### config.mk
export PLATFORM = sky130hd
export DESIGN_NAME = mem_arbiter
export DESIGN_NICKNAME = d
export VERILOG_FILES = /design/src/rtl/mem_arb_pkg.sv /design/src/rtl/rr_arb2.sv /design/src/rtl/mem_arbiter.sv
export SDC_FILE = /design/constraint.sdc
export NUM_CORES = 1
export LEC_CHECK = 0
export ABC_AREA = 1
export CORE_AREA = 2 2 292 294
export DETAILED_ROUTE_END_ITERATION = 10
export DIE_AREA = 0 0 294 296
export MAX_ROUTING_LAYER = met4
export PLACE_DENSITY = 0.44
export SLEW_MARGIN = 0
export SYNTH_ARGS = -nofsm -noshare
export SYNTH_HDL_FRONTEND = slang
export SYNTH_SLANG_ARGS = --single-unit
### constraint.sdc
create_clock -name clk -period 1.9 [get_ports clk]
set_input_delay 0.285 -clock clk [delete_from_list [all_inputs] [get_ports clk]]
set_output_delay 0.285 -clock clk [all_outputs]
set_load 0.02 [all_outputs]
### src/rtl/mem_arb_pkg.sv
// Shared types for the memory-port arbiter: FSM states, owner encoding, counter sizing.
// No logic here; imported by mem_arbiter and rr_arb2.
package mem_arb_pkg;

  typedef enum logic [1:0] {
    IDLE = 2'd0,
    BUSY = 2'd1,
    RESP = 2'd2
  } state_t;

  typedef enum logic {
    OWN_I = 1'b0,
    OWN_D = 1'b1
  } owner_t;

  // Enough bits to hold MEM_LAT-1 down to zero; never narrower than one bit.
  function automatic int cnt_w(input int lat);
    return (lat < 1) ? 1 : $clog2(lat + 1);
  endfunction

endpackage

### src/rtl/rr_arb2.sv
// Two-way round-robin pick (req[0]=I, req[1]=D), combinational one-hot grant.
// Last-grant register updates only when grant_en is high and something is granted.
module rr_arb2
  import mem_arb_pkg::*;
(
  input  logic       clk,
  input  logic       reset,
  input  logic [1:0] req,
  input  logic       grant_en,
  output logic [1:0] gnt
);

  owner_t last;

  always_comb begin
    gnt = 2'b00;
    case (req)
      2'b01:   gnt = 2'b01;
      2'b10:   gnt = 2'b10;
      // On a tie the side that did not win last time goes first.
      2'b11:   gnt = (last == OWN_I) ? 2'b10 : 2'b01;
      default: gnt = 2'b00;
    endcase
  end

  always_ff @(posedge clk) begin
    if (reset) begin
      last <= OWN_I;
    end else if (grant_en && (|req)) begin
      last <= gnt[1] ? OWN_D : OWN_I;
    end
  end

endmodule

### src/rtl/mem_arbiter.sv
// Shares one memory port between I-cache fills and D-cache fills/writebacks; ready pulses MEM_LAT+1 cycles after a grant.
// Requesters hold req until their ready pulse; the other side waits, and its req is only sampled in IDLE.
module mem_arbiter
  import mem_arb_pkg::*;
#(
  parameter int ADDR_W  = 32,
  parameter int LINE_W  = 128,
  parameter int MEM_LAT = 5
) (
  input  logic              clk,
  input  logic              reset,
  input  logic              ireq,
  input  logic [ADDR_W-1:0] iaddr,
  output logic              iready,
  output logic [LINE_W-1:0] irdata,
  input  logic              dreq,
  input  logic              dwe,
  input  logic [ADDR_W-1:0] daddr,
  input  logic [LINE_W-1:0] dwdata,
  output logic              dready,
  output logic [LINE_W-1:0] drdata,
  output logic              mem_req,
  output logic              mem_we,
  output logic [ADDR_W-1:0] mem_addr,
  output logic [LINE_W-1:0] mem_wdata,
  input  logic [LINE_W-1:0] mem_rdata,
  output logic              busy
);

  localparam int            CW       = cnt_w(MEM_LAT);
  localparam logic [CW-1:0] CNT_LOAD = CW'(MEM_LAT - 1);
  localparam logic [CW-1:0] CNT_ONE  = CW'(1);

  state_t        state, state_nxt;
  owner_t        owner, owner_nxt;
  logic [CW-1:0] count, count_nxt;
  logic [1:0]    gnt;
  logic          grant_en;
  logic          last_beat;

  assign grant_en  = (state == IDLE);
  assign last_beat = (state == BUSY) && (count == '0);

  rr_arb2 u_rr_arb2 (
    .clk      (clk),
    .reset    (reset),
    .req      ({dreq, ireq}),
    .grant_en (grant_en),
    .gnt      (gnt)
  );

  always_ff @(posedge clk) begin
    if (reset) begin
      state <= IDLE;
      owner <= OWN_I;
      count <= '0;
    end else begin
      state <= state_nxt;
      owner <= owner_nxt;
      count <= count_nxt;
    end
  end

  always_comb begin
    state_nxt = state;
    owner_nxt = owner;
    count_nxt = count;
    case (state)
      IDLE: begin
        if (|gnt) begin
          owner_nxt = gnt[1] ? OWN_D : OWN_I;
          count_nxt = CNT_LOAD;
          state_nxt = BUSY;
        end
      end
      BUSY: begin
        // The zero check comes first so the counter never wraps.
        if (count == '0) begin
          state_nxt = RESP;
        end else begin
          count_nxt = count - CNT_ONE;
        end
      end
      RESP:    state_nxt = IDLE;
      default: state_nxt = IDLE;
    endcase
  end

  always_comb begin
    mem_req   = (state == BUSY);
    mem_we    = mem_req && (owner == OWN_D) && dwe;
    mem_addr  = '0;
    mem_wdata = '0;
    if (mem_req) begin
      mem_addr  = (owner == OWN_D) ? daddr : iaddr;
      mem_wdata = (owner == OWN_D) ? dwdata : '0;
    end
    iready = (state == RESP) && (owner == OWN_I);
    dready = (state == RESP) && (owner == OWN_D);
    busy   = (state != IDLE);
  end

  // Writebacks return nothing, so drdata keeps the last fill.
  always_ff @(posedge clk) begin
    if (reset) begin
      irdata <= '0;
      drdata <= '0;
    end else if (last_beat) begin
      if (owner == OWN_I) begin
        irdata <= mem_rdata;
      end else if (!dwe) begin
        drdata <= mem_rdata;
      end
    end
  end

endmodule

==> results.md <==
- The run finished, with violations left.
- The checks that failed: setup timing.
- The post-place instance area is 21,500 sq um.
- The compound-cell area share of the yosys netlist is 0.0151.
- In this run the horizontal extent of the chip is 294 um.
- The die covers 87,000 sq um.
- The number of nets handed over by synthesis was 2,397.
- The critical path is of the flip-flop to output pin type.
- The worst setup skew after layout is 0.0203 ns.
- After the first detailed-routing iteration, the DRC count stood at 559.
- The detailed-routing iteration count for the pre-antenna-repair pass is 5.
- The biggest fanout along the worst timing path is 7.
- The maximum root-to-sink buffer count is 3.
- For this run, the share of the core covered by cells in the final layout is 0.305.
- The count of final max-slew check failures is 0.
- During synthesis, Yosys emitted a total of 0 warnings.
- Synthesis produced 2,070 cells.
- After clock tree synthesis, the clock-pin slew on the worst setup and hold paths is 0.06 ns.
- The cell leakage power is 11.6 nW.
- The first-pass GRT wire length is 88,800 um.
- Walking the worst path, the cells encountered are clkinvlp_4, buf_12, buf_6, buf_6, nand2_2, a21oi_2, buf_6.
- The post-route DRC violation count is 0.
- The cell family contributing the most delay on the critical path is buffers and inverters.
- The share of the Yosys chip area taken by registers is 0.427.
- The critical path crosses 7 cells after its start point.
- The smallest clock period supported by the final layout is computed as 2.06 ns.
- In this run the cell area of the synthesized design comes to 12,300 sq um.
- The share of synthesized cell area in full adder, half adder and majority cells is 0.00204.
- For this run the aggregate overflow at the end of global routing stands at 0.
- For this run, the post-layout net count is 3,243.
- The longest individual stage delay on the worst path is 0.42 ns.
- The worst-case reg-to-reg path depth is 10.
- CTS built an H-tree with a depth of 2.
- Across the run, the number of max-cap violations was 0.
- The initial utilization of the core area, before any placement, comes to 0.146.
- The library cells used most frequently in the layout, excluding fill and tap cells, are sky130_fd_sc_hd__nand2_1, sky130_fd_sc_hd__clkdlybuf4s50_1, sky130_fd_sc_hd__nor2_1.
- The slew of the pin with the lowest slew margin is 0.423 ns.
- The post-detailed-route count of antenna-violating nets is 0.
- The worst slew margin relative to its limit is 0.719.
- Entering global routing, the biggest net connects 89 pins.
- The aggregate global-route resource usage is 0.140.
- The via count of the first global-routing pass is 14,000.
- STA classifies the critical path startpoint as a flip-flop.
- The total area inside the core boundary comes to 84,200 sq um.
- Of the total synthesized cell area, the portion taken by AND, OR, NAND and NOR gates is 0.423.
- STA classifies the critical path endpoint as an output pin.
- The synthesized netlist contains 18 unique library cells.
- Data arrives at the worst endpoint at 1.78 ns.
- The CTS tree is built.
- The power density of the placed cells is 806 nW/um^2.
- The post-synthesis xor/xnor area fraction is 0.
- In this run, CTS created clock tree buffers numbering 35.
- The leading cell type in the layout, fill and taps excluded is sky130_fd_sc_hd__nand2_1.
- The vias after detailed routing is 14,800.
- The final-report setup violation count is 130.
- The total count of hold-check failures in the final report came to 0.
- The critical path required time is 1.62 ns.
- The number of synthesized register bits is 262.
- Row generation in the floorplan step produced 107 rows.
- The clock sink count is 262.
- The cell at the slowest stage of the critical path is sky130_fd_sc_hd__dfxtp_4.
- Compared with the post-synthesis result, the final layout area differs by 109%.
- The fraction of the cycle the final worst path needs is 1.09.
- Setup repair after global routing could not meet its margin everywhere.
- After routing the design area is 25,700 sq um.
- The number of cells on the worst hold path is 3.
- The cell repeated most along the worst path is sky130_fd_sc_hd__buf_6.
- The die is 296 um tall.
- The buffers plus inverters on the worst setup path is 5.
- The final HPWL from detailed placement is 47,900 um.
- At the later pin of the worst-skew pair, clock insertion delay measures 0.54 ns.
- The least setup slack across all paths after layout is -0.162 ns.
- Measured against the total synthesized area, the mux share comes to 0.
- For this block, the routed nets add up to 67,500 um of wire.
- The worst IR drop on VDD is 490 uV.
- In the routed layout, each cell is associated on average with a via count of 3.66.
- The average cell area after synthesis is 5.93 sq um.
- The top-level I/O count is 746.
- The clock root buffer is sky130_fd_sc_hd__clkbuf_16.
- After synthesis, the largest family of logic cells by area is simple AND/OR/NAND/NOR gates.
- The number of antenna violations at the first check in global routing is 11.
- The min-delay analysis places its worst path in the category input pin to flip-flop.
- The routed length per placed instance is 16.7 um.
- Of the cells placed in the final design, the portion with a size suffix greater than 1 is 0.218.
- The final weighted congestion in routability-driven placement is 0.863.
- The number of buffer cells added on primary ports is 745.
- Based on the critical path, the design can be clocked at up to 0.485 GHz.
[report_power, final]
part,internal [mW],leakage [nW],total [mW],switching (mW)
sequential,6.06,2.13,6.35,0.294
clock,3.54,0.491,6.14,2.60
combinational,3.92,8.93,8.19,4.27
total,13.5,11.6,20.7,7.17
[metrics by stage]
step                hold slack [ns]  total power [mW]  TNS [ns]  cells  worst slack, ns
floorplan                     0.354              9.41         0   2070            0.343
global placement              0.417              12.7     -1.10   3874           -0.364
detailed placement            0.419              12.7    -0.864   3874           -0.318
CTS                           0.312              19.7    -20.44   3963           -0.248
global route                  0.340              21.9    -21.47   4036           -0.242
finish                        0.357              20.7     -8.98   4036           -0.162
[worst min-delay path: stages]
cell and delay, ns:
sky130_fd_sc_hd__clkdlybuf4s50_1 0.41, sky130_fd_sc_hd__nor2_1 0.10, sky130_fd_sc_hd__nor2_1 0.05
[synthesized netlist by cell type (all sizes together)]
library cell | instances | share of area
ha | 2 | 0.0020
nor3 | 3 | 0.0012
clkbuf | 53 | 0.016
nor2 | 649 | 0.20
nand3 | 6 | 0.0029
dfxtp | 262 | 0.43
buf | 70 | 0.034
clkinv | 1 | 0.00031
o21ai | 1 | 0.00041
inv | 269 | 0.082
a21oi | 36 | 0.015
nand2 | 718 | 0.22
[timing repair]
action / in CTS / in global routing
buffers inserted: 25 / 42
hold buffers: 0 / 0
gates resized for setup: 808 / 452
hold endpoints to repair: 0 / 0
endpoints found under the setup margin: 161 / 282
pin swaps: 10 / 76
cloned: 8 / 28
[final timing paths]
kind,endpoint,from,slack (ns)
setup / recovery,mem_addr[30],owner$_SDFFE_PP0P_,-0.16
setup reg to reg,irdata[22]$_SDFFE_PP0P_,owner$_SDFFE_PP0P_,0.11
hold reg to reg,count[0]$_SDFFE_PP0P_,count[0]$_SDFFE_PP0P_,0.42
hold / removal,irdata[61]$_SDFFE_PP0P_,mem_rdata[61],0.36
[registers in the layout, indices dropped and copies added, names as in the netlist]
register,cells
drdata,128
count,3
owner,1
irdata,128
state,2
[kinds of logic (layout without fill, tap and decap cells)]
group / Yosys count / count (layout)
flip-flops: 262 / 262
adder cells (fa/ha/maj): 2 / 2
other: 0 / 11
buffers and inverters: 393 / 1258
AO/OA/AOI/OAI: 37 / 37
AND/OR/NAND/NOR: 1376 / 1376
[area by class of cell]
class / instances / area [sq um]
clock inverter: 5 / 35.0
timing repair buffer: 932 / 10200
fill: 9176 / 58500
clock buffer: 51 / 976
sequential: 262 / 5250
tap: 1090 / 1360
multi-input combinational: 1415 / 6740
antenna: 11 / 27.5
inverter: 270 / 1030
[layer usage]
layer / global-route usage / up-vias / wire [um]
met5: - / - / 0
met4: 0.0540 / 0 / 2010
met3: 0.0510 / 93 / 5610
met2: 0.229 / 500 / 32700
met1: 0.155 / 6506 / 27200
li1: - / 7658 / -
No activity file was read; power rests on OpenSTA's default activity.
